$ cat config.mk
export PLATFORM = sky130hd
export DESIGN_NAME = ro_pair_counter_flat
export DESIGN_NICKNAME = d
export VERILOG_FILES = /design/src/rtl/ro_pair_counter_if.sv /design/src/rtl/ro_pair_counter.sv /design/src/flat_wrapper.sv
export SDC_FILE = /design/constraint.sdc
export NUM_CORES = 1
export LEC_CHECK = 0
export BUFFER_PORTS_ARGS = -buffer_cell sky130_fd_sc_hd__buf_2
export CORE_MARGIN = 2
export CORE_UTILIZATION = 55
export DETAILED_ROUTE_END_ITERATION = 8
export PLACE_DENSITY = 0.79
export SKIP_CTS_REPAIR_TIMING = 1
export SYNTH_ARGS = -nofsm -noshare
export SYNTH_HDL_FRONTEND = slang
export SYNTH_SLANG_ARGS = --single-unit
$ cat constraint.sdc
create_clock -name clk -period 2.25 [get_ports clk]
set_input_delay 0.225 -clock clk [delete_from_list [all_inputs] [get_ports clk]]
set_output_delay 0.225 -clock clk [all_outputs]
set_load 0.01 [all_outputs]
$ cat src/rtl/ro_pair_counter_if.sv
// Control/observation bundle between the PUF CONTROL block and one RO pair counter stage.
// The master modport is the CONTROL side; the slave modport is the counter stage.
interface ro_pair_counter_if #(
  parameter int unsigned CNT_W  = 16,
  parameter int unsigned RESP_W = 8
);
  logic              ro_a;
  logic              ro_b;
  logic              countEN;
  logic              countReset;
  logic              refEN;
  logic              srEN;
  logic [7:0]        refcount;
  logic [CNT_W-1:0]  cnt_a;
  logic [CNT_W-1:0]  cnt_b;
  logic [RESP_W-1:0] response;
  logic              resp_valid;
  logic              tie_seen;

  modport master (
    output ro_a, ro_b, countEN, countReset, refEN, srEN,
    input  refcount, cnt_a, cnt_b, response, resp_valid, tie_seen
  );

  modport slave (
    input  ro_a, ro_b, countEN, countReset, refEN, srEN,
    output refcount, cnt_a, cnt_b, response, resp_valid, tie_seen
  );
endinterface

$ cat src/rtl/ro_pair_counter.sv
// Ring-oscillator pair counter: synchronises and counts both oscillators, runs the reference
// window counter and shifts one comparison bit per strobe into the response word.
module ro_pair_counter #(
  parameter int unsigned CNT_W   = 16,
  parameter int unsigned RESP_W  = 8,
  parameter int unsigned REF_MAX = 255
) (
  input  logic             clk,
  input  logic             rst,
  ro_pair_counter_if.slave bus
);

  localparam int unsigned      BitW   = $clog2(RESP_W + 1);
  localparam logic [CNT_W-1:0] CntMax = '1;
  localparam logic [7:0]       RefMax = 8'(REF_MAX);

  typedef enum logic [0:0] {StCollect, StFull} state_e;

  state_e            state_q, state_d;
  logic [2:0]        sync_a_q, sync_b_q;
  logic              edge_a, edge_b;
  logic [CNT_W-1:0]  cnt_a_q, cnt_a_d, cnt_b_q, cnt_b_d;
  logic [7:0]        ref_q, ref_d;
  logic [RESP_W-1:0] resp_q, resp_d;
  logic [BitW-1:0]   bitcnt_q, bitcnt_d;
  logic              valid_q, valid_d;
  logic              tie_q, tie_d;

  // [0],[1] form the 2-FF synchroniser, [2] is the history stage for edge detection.
  always_ff @(posedge clk) begin
    if (rst) begin
      sync_a_q <= '0;
      sync_b_q <= '0;
    end else begin
      sync_a_q <= {sync_a_q[1:0], bus.ro_a};
      sync_b_q <= {sync_b_q[1:0], bus.ro_b};
    end
  end

  assign edge_a = sync_a_q[1] & ~sync_a_q[2];
  assign edge_b = sync_b_q[1] & ~sync_b_q[2];

  always_comb begin
    cnt_a_d = cnt_a_q;
    cnt_b_d = cnt_b_q;
    ref_d   = ref_q;
    if (bus.countReset) begin
      cnt_a_d = '0;
      cnt_b_d = '0;
      ref_d   = '0;
    end else begin
      if (bus.countEN && edge_a && (cnt_a_q != CntMax)) cnt_a_d = cnt_a_q + 1'b1;
      if (bus.countEN && edge_b && (cnt_b_q != CntMax)) cnt_b_d = cnt_b_q + 1'b1;
      if (bus.refEN && (ref_q < RefMax))                ref_d   = ref_q + 1'b1;
    end
  end

  // Compare reads the registered counts, so a same-cycle countReset sees the pre-clear values.
  always_comb begin
    state_d  = state_q;
    resp_d   = resp_q;
    bitcnt_d = bitcnt_q;
    valid_d  = valid_q;
    tie_d    = tie_q;
    unique case (state_q)
      StCollect: begin
        if (bus.srEN) begin
          resp_d   = {resp_q[RESP_W-2:0], (cnt_a_q > cnt_b_q)};
          bitcnt_d = bitcnt_q + 1'b1;
          tie_d    = tie_q | (cnt_a_q == cnt_b_q);
          if (bitcnt_q == BitW'(RESP_W - 1)) begin
            state_d = StFull;
            valid_d = 1'b1;
          end
        end
      end
      StFull: begin
      end
    endcase
  end

  always_ff @(posedge clk) begin
    if (rst) begin
      state_q  <= StCollect;
      cnt_a_q  <= '0;
      cnt_b_q  <= '0;
      ref_q    <= '0;
      resp_q   <= '0;
      bitcnt_q <= '0;
      valid_q  <= 1'b0;
      tie_q    <= 1'b0;
    end else begin
      state_q  <= state_d;
      cnt_a_q  <= cnt_a_d;
      cnt_b_q  <= cnt_b_d;
      ref_q    <= ref_d;
      resp_q   <= resp_d;
      bitcnt_q <= bitcnt_d;
      valid_q  <= valid_d;
      tie_q    <= tie_d;
    end
  end

  assign bus.refcount   = ref_q;
  assign bus.cnt_a      = cnt_a_q;
  assign bus.cnt_b      = cnt_b_q;
  assign bus.response   = resp_q;
  assign bus.resp_valid = valid_q;
  assign bus.tie_seen   = tie_q;

endmodule

$ cat src/flat_wrapper.sv
// flat-port wrapper written by rule: the top's interface ports become plain ports
module ro_pair_counter_flat 
#(
  parameter int unsigned CNT_W   = 16,
  parameter int unsigned RESP_W  = 8,
  parameter int unsigned REF_MAX = 255
)
  (clk, rst, bus_ro_a, bus_ro_b, bus_countEN, bus_countReset, bus_refEN, bus_srEN, bus_refcount, bus_cnt_a, bus_cnt_b, bus_response, bus_resp_valid, bus_tie_seen);
  ro_pair_counter_if #(.CNT_W(CNT_W), .RESP_W(RESP_W)) bus_i ();
  input  logic clk;
  input  logic rst;
  input wire logic [$bits(bus_i.ro_a)-1:0] bus_ro_a;
  input wire logic [$bits(bus_i.ro_b)-1:0] bus_ro_b;
  input wire logic [$bits(bus_i.countEN)-1:0] bus_countEN;
  input wire logic [$bits(bus_i.countReset)-1:0] bus_countReset;
  input wire logic [$bits(bus_i.refEN)-1:0] bus_refEN;
  input wire logic [$bits(bus_i.srEN)-1:0] bus_srEN;
  output wire logic [$bits(bus_i.refcount)-1:0] bus_refcount;
  output wire logic [$bits(bus_i.cnt_a)-1:0] bus_cnt_a;
  output wire logic [$bits(bus_i.cnt_b)-1:0] bus_cnt_b;
  output wire logic [$bits(bus_i.response)-1:0] bus_response;
  output wire logic [$bits(bus_i.resp_valid)-1:0] bus_resp_valid;
  output wire logic [$bits(bus_i.tie_seen)-1:0] bus_tie_seen;
  assign bus_i.ro_a = bus_ro_a;
  assign bus_i.ro_b = bus_ro_b;
  assign bus_i.countEN = bus_countEN;
  assign bus_i.countReset = bus_countReset;
  assign bus_i.refEN = bus_refEN;
  assign bus_i.srEN = bus_srEN;
  assign bus_refcount = bus_i.refcount;
  assign bus_cnt_a = bus_i.cnt_a;
  assign bus_cnt_b = bus_i.cnt_b;
  assign bus_response = bus_i.response;
  assign bus_resp_valid = bus_i.resp_valid;
  assign bus_tie_seen = bus_i.tie_seen;
  ro_pair_counter #(.CNT_W(CNT_W), .RESP_W(RESP_W), .REF_MAX(REF_MAX)) u_core (.clk(clk), .rst(rst), .bus(bus_i));
endmodule
==> results of run 1 <==
## sequential cells by signal (all words and copies together) (netlist names)
signal                 cells
u_core.bus.resp_valid      1
u_core.bus.refcount        8
u_core.sync_b_q            3
u_core.state_q             1
u_core.bus.response        8
u_core.sync_a_q            3
u_core.bus.cnt_a          16
u_core.bus.tie_seen        1
u_core.bus.cnt_b          16
u_core.bitcnt_q            4
## how the worst min path moves through the flow
| stage | end | slack (ns) |
|---|---|---|
| 2_1_floorplan | u_core.sync_a_q[0] | 0.35 |
| 5_1_grt | u_core.sync_b_q[0] | 0.11 |
| 6_report | u_core.sync_b_q[0] | 0.11 |
| 4_1_cts | u_core.sync_b_q[0] | 0.09 |
| 3_3_place_gp | u_core.sync_a_q[1] | 0.42 |
| 3_5_place_dp | u_core.sync_b_q[1] | 0.43 |
## power by group
part,leakage [nW],switching (W),internal [W],total [W]
combinational,0.820,0.0000439,0.0000281,0.0000721
sequential,0.493,0.00000751,0.00109,0.00110
clock,0.108,0.000425,0.000596,0.00102
## cells by family after synthesis
logic type	after synthesis	synth area share (%)
flops	61	40.6
buf+inv	34	4.49
simple gates	151	25.1
xor+xnor	29	8.44
fa+ha+maj	20	8.31
mux	5	1.66
compound gates	54	11.4
## layer usage
metal / vias up / wire length [µm]
met5: - / 0
met4: 0 / 103
met3: 10 / 413
met2: 90 / 3090
met1: 1267 / 2950
li1: 1357 / -
## per-stage QoR
| step | area, µm² | power [W] | setup WS [ns] | instances | util, % |
|---|---|---|---|---|---|
| after global routing | 3600 | 0.00226 | 0.0420 | 491 | 69.1 |
| after global placement | 3390 | 0.00119 | 0.263 | 476 | 65.1 |
| after CTS | 3600 | 0.00221 | 0.183 | 491 | 69.1 |
| after detailed placement | 3390 | 0.00120 | 0.196 | 476 | 65.1 |
| final | 3600 | 0.00219 | 0.182 | 491 | 69.1 |
| after floorplan | 3010 | 0.00117 | 0.218 | 354 | - |
## cell type report
| class | count | area, µm² | share of cell area (%) |
|---|---|---|---|
| repair buffers | 62 | 335 | 9.32 |
| clock inverters | 3 | 43.8 | 1.22 |
| well taps | 70 | 87.6 | 2.43 |
| flip-flops and latches | 61 | 1220 | 33.9 |
| inverters | 24 | 90.1 | 2.50 |
| clock buffers | 12 | 165 | 4.59 |
| multi-input cells | 259 | 1650 | 46.0 |
## cell usage after synthesis (all sizes together) (2+ instances only)
| library cell | number | share of area, % |
|---|---|---|
| a211oi | 5 | 1.2 |
| a21oi | 23 | 3.8 |
| and3 | 2 | 0.42 |
| clkbuf | 9 | 1.1 |
| dfxtp | 61 | 41 |
| ha | 20 | 8.3 |
| inv | 24 | 3.0 |
| mux2i | 5 | 1.7 |
| nand2 | 30 | 3.7 |
| nand3 | 14 | 2.3 |
| nand3b | 2 | 0.50 |
| nand4 | 11 | 2.7 |
| nor2 | 47 | 5.9 |
| nor2b | 7 | 1.5 |
| nor3 | 18 | 3.2 |
| nor4 | 7 | 2.0 |
| o2111ai | 3 | 0.87 |
| o21ai | 12 | 2.0 |
| or2 | 4 | 0.83 |
| or3 | 5 | 1.0 |
| or4 | 3 | 0.87 |
| xnor2 | 25 | 7.3 |
| xor2 | 4 | 1.2 |
==> qor.yml, run 1 <==
worst_skew_pair.late_latency_ns: 0.34
via_per_inst: 5.55
overflow: 0
nets: 445
skew_ns: 0.00542
cts_tree: "built"
drtIter0Drc: 221
synthFlopType: "dfxtp_1"
fp-row-count: 26
finalCriticalPeriod_ns: 2.07
syn_to_final_growth_pct: 19.5
synth_seq_cells: 61
pwr_density_cell_nw_per_um2: 609
critical_path_required_ns: 2.46
critical_path_peak_fanout: 9
crit_buf_inv: 0
grt_util_met2_pct: 36.3
wl_per_cell_um: 13.3
use_met1_pct: 28.7
ctsRootBufferMaster: "clkbuf_8"
cts_buffer_depth: 2
rsz0062_at_grt: "false"
wl_um: 6550
grt_pass1_wl_um: 10900
ant_nets: 0
hold_depth: 2
clkTransAtPathRegs_ns: 0.06
final_cell_mix: "dfxtp_1, buf_2, nor2_1, nand2_1, xnor2_1"
setup_tns_ns: 0
core_area_um2: 5200
postSynth.asyncResetShare_pct: 0
tightest_slew_ns: 0.608
vdd_drop_max_mv: 0.416
endpoint_kind: "register"
crit_family: "simple AND/OR/NAND/NOR gates"
dpl.hpwl_um: 4660
gp_congestion: 0.864
grt_start_max_net_pins: 25
hold_ws_ns: 0.105
critPathCapture: "u_core.bus.cnt_b[1]"
portBuffers: 57
layout_commonest_cell: "dfxtp_1"
startpoint_type: "register"
ioPinCount: 58
crit_type: "register to register"
min-delay-path-class: "primary input to register"
cp.arrival_ns: 2.28
ys_warn_count: 0
antenna_found_initial: 0
syn-cell-area_um2: 3010
r2r-end: "u_core.bus.cnt_b[1]"
route.detailed.drc: 0
max-slew-margin-rel_pct: 59.1
start_util_pct: 57.8
max_cap_viol_count: 0
rrSetupSlack_ns: 0.18
cp-startpoint: "u_core.bus.cnt_b[1]"
grtUsageMet3_pct: 4.88
synthCells: 354
num_antenna_cells: 0
grt_pass1_vias: 2448
cts.htree.levels: 3
synth_cell_type_count: 43
worstReg2RegStart: "u_core.bus.cnt_b[1]"
track_usage_pct: 22.6
drive_above_1_share_pct: 20.0
min_from: "bus_ro_b"
synth_edf_count: 0
path_depth: 6
drt_pass1_iterations: 4
status: "complete, no violations"
hold_viol: 0
path_cells: "ha_1, nand4_2, or4_4, o21bai_4, mux2i_1, nor2_1"
cp_slowest_cell: "or4_4"
syn_nets: 382
dieWidth_um: 78.0
num-fill-cells: 440
fmaxAchievable_ghz: 0.484
yosysSeqAreaShare_pct: 40.6
max_stage_delay_ns: 0.61
dieArea_um2: 6080
cts_inserted_buffers: 9
syn_area_per_cell_um2: 8.50
die_y_um: 78.0
report.final.slew_viol_count: 0
period_share_pct: 91.9
r2r_cells: 6
grt-busiest-layer: "met2"
num_vias: 2724
cts.sinks: 61
finalSetupViolCount: 0
p_leak_nw: 1.42
Note: power is estimated with default switching activity, not from simulation.
==> run 2, diff against run 1 <==
- ABC_AREA: unset -> 1
- CORE_UTILIZATION: 55 -> 56
- PLACE_DENSITY: 0.79 -> 0.8
==> run 2 against run 1 <==
Compared with the run above: critical path depth grew 2; sequential share of layout area shrank 2.4 points; global-route usage grew 1.5 points; routed wire length is 16% higher; area after synthesis increased by 11%; power down 2.2%; via count grew 18%; critical path type unchanged.
==> qor.yml, run 2 <==
grt_start_max_net_pins: 28  # was 25
p_int_w: 0.00163  # was 0.00172 W
final_cell_mix: "nand2_1, dfxtp_1, inv_1, buf_2, nor2_1"  # was dfxtp_1, buf_2, nor2_1, nand2_1, xnor2_1
wl_um: 7600  # was 6550 µm
dieWidth_um: 81.3  # was 78.0 µm
power_frac_seq_pct: 51.2  # was 50.1%
min-delay-path-class: "primary input to register"  # unchanged
route.detailed.drc: 0  # unchanged
critical_path_peak_fanout: 21  # was 9
vdd_drop_max_mv: 0.402  # was 0.416 mV
max-slew-margin-rel_pct: 64.9  # was 59.1%
drtIter0Drc: 199  # was 221
skew_ns: 0.00762  # was 0.00542 ns
gp_congestion: 0.871  # was 0.864
clock_power_share_pct: 44.7  # was 46.6%
fmaxAchievable_ghz: 0.531  # was 0.484 GHz
grt_pass1_wl_um: 12400  # was 10,900 µm
max_cap_viol_count: 0  # unchanged
postSynth.asyncResetShare_pct: 0  # unchanged
cp.arrival_ns: 2.10  # was 2.28 ns
status: "complete, no violations"  # unchanged
min_from: "bus_ro_b"  # unchanged
setup_tns_ns: 0  # unchanged
pwr_density_cell_nw_per_um2: 553  # was 609 nW/µm²
ctsRootBufferMaster: "clkbuf_8"  # unchanged
synthFlopType: "dfxtp_1"  # unchanged
finalSetupViolCount: 0  # unchanged
synth_cell_type_count: 28  # was 43
comb_power_share_pct: 4.0  # was 3.3%
cts.sinks: 61  # unchanged
worstReg2RegStart: "u_core.bus.cnt_a[1]"  # was u_core.bus.cnt_b[1]
cts.htree.levels: 3  # unchanged
power.switching_w: 0.000517  # was 0.000476 W
final_area_um2: 3870  # was 3600 µm²
period_share_pct: 83.7  # was 91.9%
cp-startpoint: "u_core.bus.cnt_a[1]"  # was u_core.bus.cnt_b[1]
postPlaceCellArea_um2: 3680  # was 3390 µm²
grt_pass1_vias: 2882  # was 2,448
hold_viol: 0  # unchanged
num-fill-cells: 529  # was 440
clkTransAtPathRegs_ns: 0.07  # was 0.06 ns
yosysTopAreaCell: "dfxtp_1"  # unchanged
multi_input_area_um2: 1830  # was 1650 µm²
startpoint_type: "register"  # unchanged
cts_buffer_depth: 2  # unchanged
rrSetupSlack_ns: 0.37  # was 0.18 ns
syn_area_per_cell_um2: 7.00  # was 8.50 µm²
synth_edf_count: 0  # unchanged
crit_type: "register to register"  # unchanged
register_area_um2: 1220  # unchanged
dp.cells: 603  # was 476
layout_setup_ws_ns: 0.368  # was 0.182 ns
dieArea_um2: 6610  # was 6080 µm²
critical_path_required_ns: 2.47  # was 2.46 ns
syn_nets: 506  # was 382
synthTopCellsByArea: "dfxtp_1, nand2_1, ha_1, a21oi_1, inv_1"  # was dfxtp_1, ha_1, xnor2_1, nor2_1, a21oi_1
rsz0062_at_grt: "false"  # unchanged
p_leak_nw: 1.69  # was 1.42 nW
worst_skew_pair.late_latency_ns: 0.35  # was 0.34 ns
via_per_inst: 5.18  # was 5.55
layout_commonest_cell: "nand2_1"  # was dfxtp_1
core_area_um2: 5850  # was 5200 µm²
fp-row-count: 28  # was 26
portBuffers: 57  # unchanged
tightest_slew_ns: 0.522  # was 0.608 ns
overflow: 0  # unchanged
track_usage_pct: 24.2  # was 22.6%
num_antenna_cells: 0  # unchanged
ioPinCount: 58  # unchanged
nets: 567  # was 445
synth_top_area_share_pct: 36.5  # was 40.6%
yosysSeqAreaShare_pct: 36.5  # was 40.6%
ant_nets: 0  # unchanged
finalNonFillerCells: 619  # was 491
preCtsSetupSlack_ns: 0.394  # was 0.196 ns
wl_per_cell_um: 12.3  # was 13.3 µm
synth_seq_cells: 61  # unchanged
p_sw_share_pct: 24.1  # was 21.7%
start_util_pct: 57.2  # was 57.8%
dpl.hpwl_um: 5550  # was 4660 µm
synthCells: 478  # was 354
report.final.slew_viol_count: 0  # unchanged
endpoint_kind: "register"  # unchanged
syn-cell-area_um2: 3350  # was 3010 µm²
cts_inserted_buffers: 9  # unchanged
drt_pass1_iterations: 5  # was 4
ys_warn_count: 0  # unchanged
antenna_found_initial: 0  # unchanged
num_vias: 3207  # was 2,724
cts_tree: "built"  # unchanged
yosysMostFrequentCell: "nand2_1"  # was dfxtp_1
finalCriticalPeriod_ns: 1.88  # was 2.07 ns
synth_common_cells: "nand2_1, dfxtp_1, inv_1"  # was dfxtp_1, nor2_1, nand2_1
die_y_um: 81.3  # was 78.0 µm
drive_above_1_share_pct: 17.3  # was 20.0%
syn_to_final_growth_pct: 15.7  # was 19.5%
## run 2: final timing paths
check / to / cells past startpoint
setup / recovery: u_core.bus.cnt_a[9] / 8
hold reg to reg: u_core.sync_a_q[1] / 2
setup reg to reg: u_core.bus.cnt_a[9] / 8
hold / removal: u_core.sync_b_q[0] / 3
## run 2: power by group through the flow
stage                     Clock (W)  Combinational, W  Sequential [W]
after floorplan                   0         0.0000595         0.00112
after global placement            0         0.0000848         0.00112
after detailed placement          0         0.0000864         0.00112
after CTS                  0.000972         0.0000869         0.00110
after global routing        0.00103         0.0000982         0.00110
final                      0.000958         0.0000866         0.00110
## run 2: logic make-up after synthesis
logic type	count (synthesis)	share of synthesized area, %
AND/OR/NAND/NOR	243	32.0
XOR/XNOR	19	4.97
AO/OA/AOI/OAI	65	10.3
adder cells (fa/ha/maj)	20	7.48
flip-flops	61	36.5
buffers and inverters	70	8.75
## run 2: layout make-up
type                    count  share of cell area [%]
multi-input cells         347                    47.3
repair buffers             60                    7.95
inverters                  60                    5.82
clock buffers              10                    3.30
well taps                  75                    2.42
clock inverters             6                    1.65
flip-flops and latches     61                    31.5
## run 2: per-stage QoR
stage / hold WS (ns) / power, W / util [%]
after floorplan: 0.303 / 0.00118 / -
after global placement: 0.391 / 0.00121 / 62.9
after detailed placement: 0.398 / 0.00121 / 62.9
after CTS: 0.0725 / 0.00216 / 66.2
after global routing: 0.0960 / 0.00223 / 66.2
final: 0.0748 / 0.00214 / 66.2
## run 2: routing by layer
metal / vias up / wire length [µm] / GRT usage, %
met2: 90 / 3680 / 41.6
li1: 1652 / - / -
met5: - / 0 / 0
met3: 14 / 468 / 5.89
met4: 0 / 164 / 9.32
met1: 1451 / 3290 / 28.8
## run 2: worst max-delay path: stages (launching register included)
cell and delay, ns:
dfxtp_1 0.40, ha_1 0.26, nand3_2 0.13, nor3_4 0.21, nand3_2 0.10, nand2_2 0.31, inv_2 0.18, nand2_1 0.12
a21oi_2 0.05
==> run 3, diff against run 2 <==
- CORE_UTILIZATION: 56 -> 51
- PLACE_DENSITY: 0.8 -> 0.77
- clock period: 2.25 -> 1.5 ns (I/O delays scaled with it)
==> run 3 against run 2 <==
Compared with the run above: the run now ends with setup timing left; first-iteration DRC count is 48% higher; power is 59% higher; sequential power is 49% higher; combinational power is 94% higher; worst setup slack worse by 0.39 ns; count of clock-buffer cells in the layout stayed put; non-clock buffer count is 53 higher; register-to-register slack worse by 0.39 ns; final cell count is 9.2% higher; final area is 20% higher; critical path type unchanged; critical endpoint is now u_core.bus.response[0]; highest routed layer unchanged.
==> qor.yml, run 3 (synthesis results as in run 2) <==
status: "finished with violations"  # was complete, no violations
violations: "setup timing"
endpoint_kind: "register"  # unchanged
cts.sinks: 61  # unchanged
max_stage_delay_ns: 0.34  # was 0.40 ns
die_y_um: 85.0  # was 81.3 µm
ioPinCount: 58  # unchanged
dpl.hpwl_um: 6290  # was 5550 µm
final_util_pct: 73.1  # was 66.2%
report.final.slew_viol_count: 0  # unchanged
vdd_drop_max_mv: 0.617  # was 0.402 mV
fp-row-count: 29  # was 28
via_per_inst: 5.27  # was 5.18
fmaxAchievable_ghz: 0.658  # was 0.531 GHz
overflow: 0  # unchanged
cts.htree.levels: 3  # unchanged
finalSetupViolCount: 4  # was 0
track_usage_pct: 23.4  # was 24.2%
grt_pass1_vias: 3275  # was 2,882
startpoint_type: "register"  # unchanged
cp_slowest_cell: "dfxtp_2"  # was dfxtp_1
layout_commonest_cell: "nand2_1"  # unchanged
syn_to_final_growth_pct: 38.7  # was 15.7%
portBuffers: 57  # unchanged
ctsRootBufferMaster: "clkbuf_8"  # unchanged
wl_per_cell_um: 13.6  # was 12.3 µm
dieWidth_um: 85.0  # was 81.3 µm
max-slew-margin-rel_pct: 69.8  # was 64.9%
path_cells: "inv_1, ha_1, nand2_1, nor2_2, nand2_2, nor3_2, nor2_1, nand2_1, a21oi_1"  # was ha_1, nand3_2, nor3_4, nand3_2, nand2_2, inv_2, nand2_1, a21oi_2
min-delay-path-class: "primary input to register"  # unchanged
antenna_found_initial: 0  # unchanged
num_vias: 3565  # was 3,207
cts_inserted_buffers: 9  # unchanged
core_area_um2: 6350  # was 5850 µm²
max_cap_viol_count: 0  # unchanged
crit_type: "register to register"  # unchanged
drive_above_1_share_pct: 36.7  # was 17.3%
critical_path_required_ns: 1.71  # was 2.47 ns
dieArea_um2: 7230  # was 6610 µm²
drt_pass1_iterations: 4  # was 5
clkTransAtPathRegs_ns: 0.07  # about the same
grt_pass1_wl_um: 13900  # was 12,400 µm
critical_path_peak_fanout: 3  # was 21
num_antenna_cells: 0  # unchanged
route.detailed.drc: 0  # unchanged
num-fill-cells: 470  # was 529
rsz0062_at_grt: "true"  # was false
p_leak_nw: 2.08  # was 1.69 nW
finalCriticalPeriod_ns: 1.52  # was 1.88 ns
cp.arrival_ns: 1.73  # was 2.10 ns
drtIter0Drc: 294  # was 199
start_util_pct: 52.7  # was 57.2%
grt_start_max_net_pins: 22  # was 28
ant_nets: 0  # unchanged
worst_skew_pair.late_latency_ns: 0.33  # was 0.35 ns
layout_setup_ws_ns: -0.0201  # was 0.368 ns
cts_buffer_depth: 2  # unchanged
cpMostUsedCell: "nand2_1"  # was nand3_2
final_cell_mix: "nand2_1, buf_2, inv_1, buf_4, nor2_1"  # was nand2_1, dfxtp_1, inv_1, buf_2, nor2_1
cts_tree: "built"  # unchanged
gp_congestion: 0.862  # was 0.871
tightest_slew_ns: 0.451  # was 0.522 ns
period_share_pct: 101  # was 83.7%
wl_um: 9190  # was 7600 µm
hold_viol: 0  # unchanged
nets: 622  # was 567
skew_ns: 0.0109  # was 0.00762 ns
hold_ws_ns: 0.0201  # was 0.0748 ns
pwr_density_cell_nw_per_um2: 733  # was 553 nW/µm²
## run 3: final cells by class
type / instances / area, µm² / share of cell area [%]
multi-input cells: 349 / 2090 / 45.1
repair buffers: 113 / 754 / 16.3
well taps: 77 / 96.3 / 2.08
clock buffers: 10 / 128 / 2.75
clock inverters: 6 / 87.6 / 1.89
inverters: 60 / 225 / 4.85
flip-flops and latches: 61 / 1260 / 27.1
## run 3: final timing paths
path / endpoint / slack [ns] / from / depth (start not counted)
max: u_core.bus.response[0] / -0.02 / u_core.bus.cnt_b[10] / 9
max reg2reg: u_core.bus.response[0] / -0.02 / u_core.bus.cnt_b[10] / 9
min: u_core.sync_a_q[0] / 0.02 / bus_ro_a / 3
min reg2reg: u_core.sync_a_q[1] / 0.40 / u_core.sync_a_q[0] / 2
## run 3: power by group
part | internal (W) | total, W | switching (W)
Clock | 0.000936 | 0.00159 | 0.000654
Combinational | 0.0000589 | 0.000168 | 0.000109
Sequential | 0.00163 | 0.00164 | 0.0000108
Total | 0.00263 | 0.00340 | 0.000774
## run 3: stage by stage
stage	worst slack [ns]	TNS [ns]	power [W]	cells	cell area [µm²]
finish	-0.0201	-0.0513	0.00340	676	4640
detailed placement	-0.0413	-0.203	0.00183	651	4070
global placement	0.00488	0	0.00183	651	4070
global route	-0.119	-1.24	0.00351	676	4640
CTS	-0.0676	-0.528	0.00341	667	4280
floorplan	0.00725	0	0.00177	478	3370
## run 3: worst max-delay path: cells and delay by family (launching register included)
kind                       cells  cell delay, ns
AOI/OAI and AO/OA              1            0.05
adders and majority gates      1            0.30
buffers and inverters          1            0.06
DFF                            1            0.34
and+or+nand+nor                6            0.65
## run 3: per-layer routing
| layer | global-route usage (%) | routed length [µm] | share of wire [%] |
|---|---|---|---|
| met1 | 28.7 | 3850 | 42 |
| met2 | 40.6 | 4580 | 50 |
| met3 | 3.70 | 553 | 6.0 |
| met4 | 10.1 | 201 | 2.2 |
| met5 | 0 | 0 | 0 |
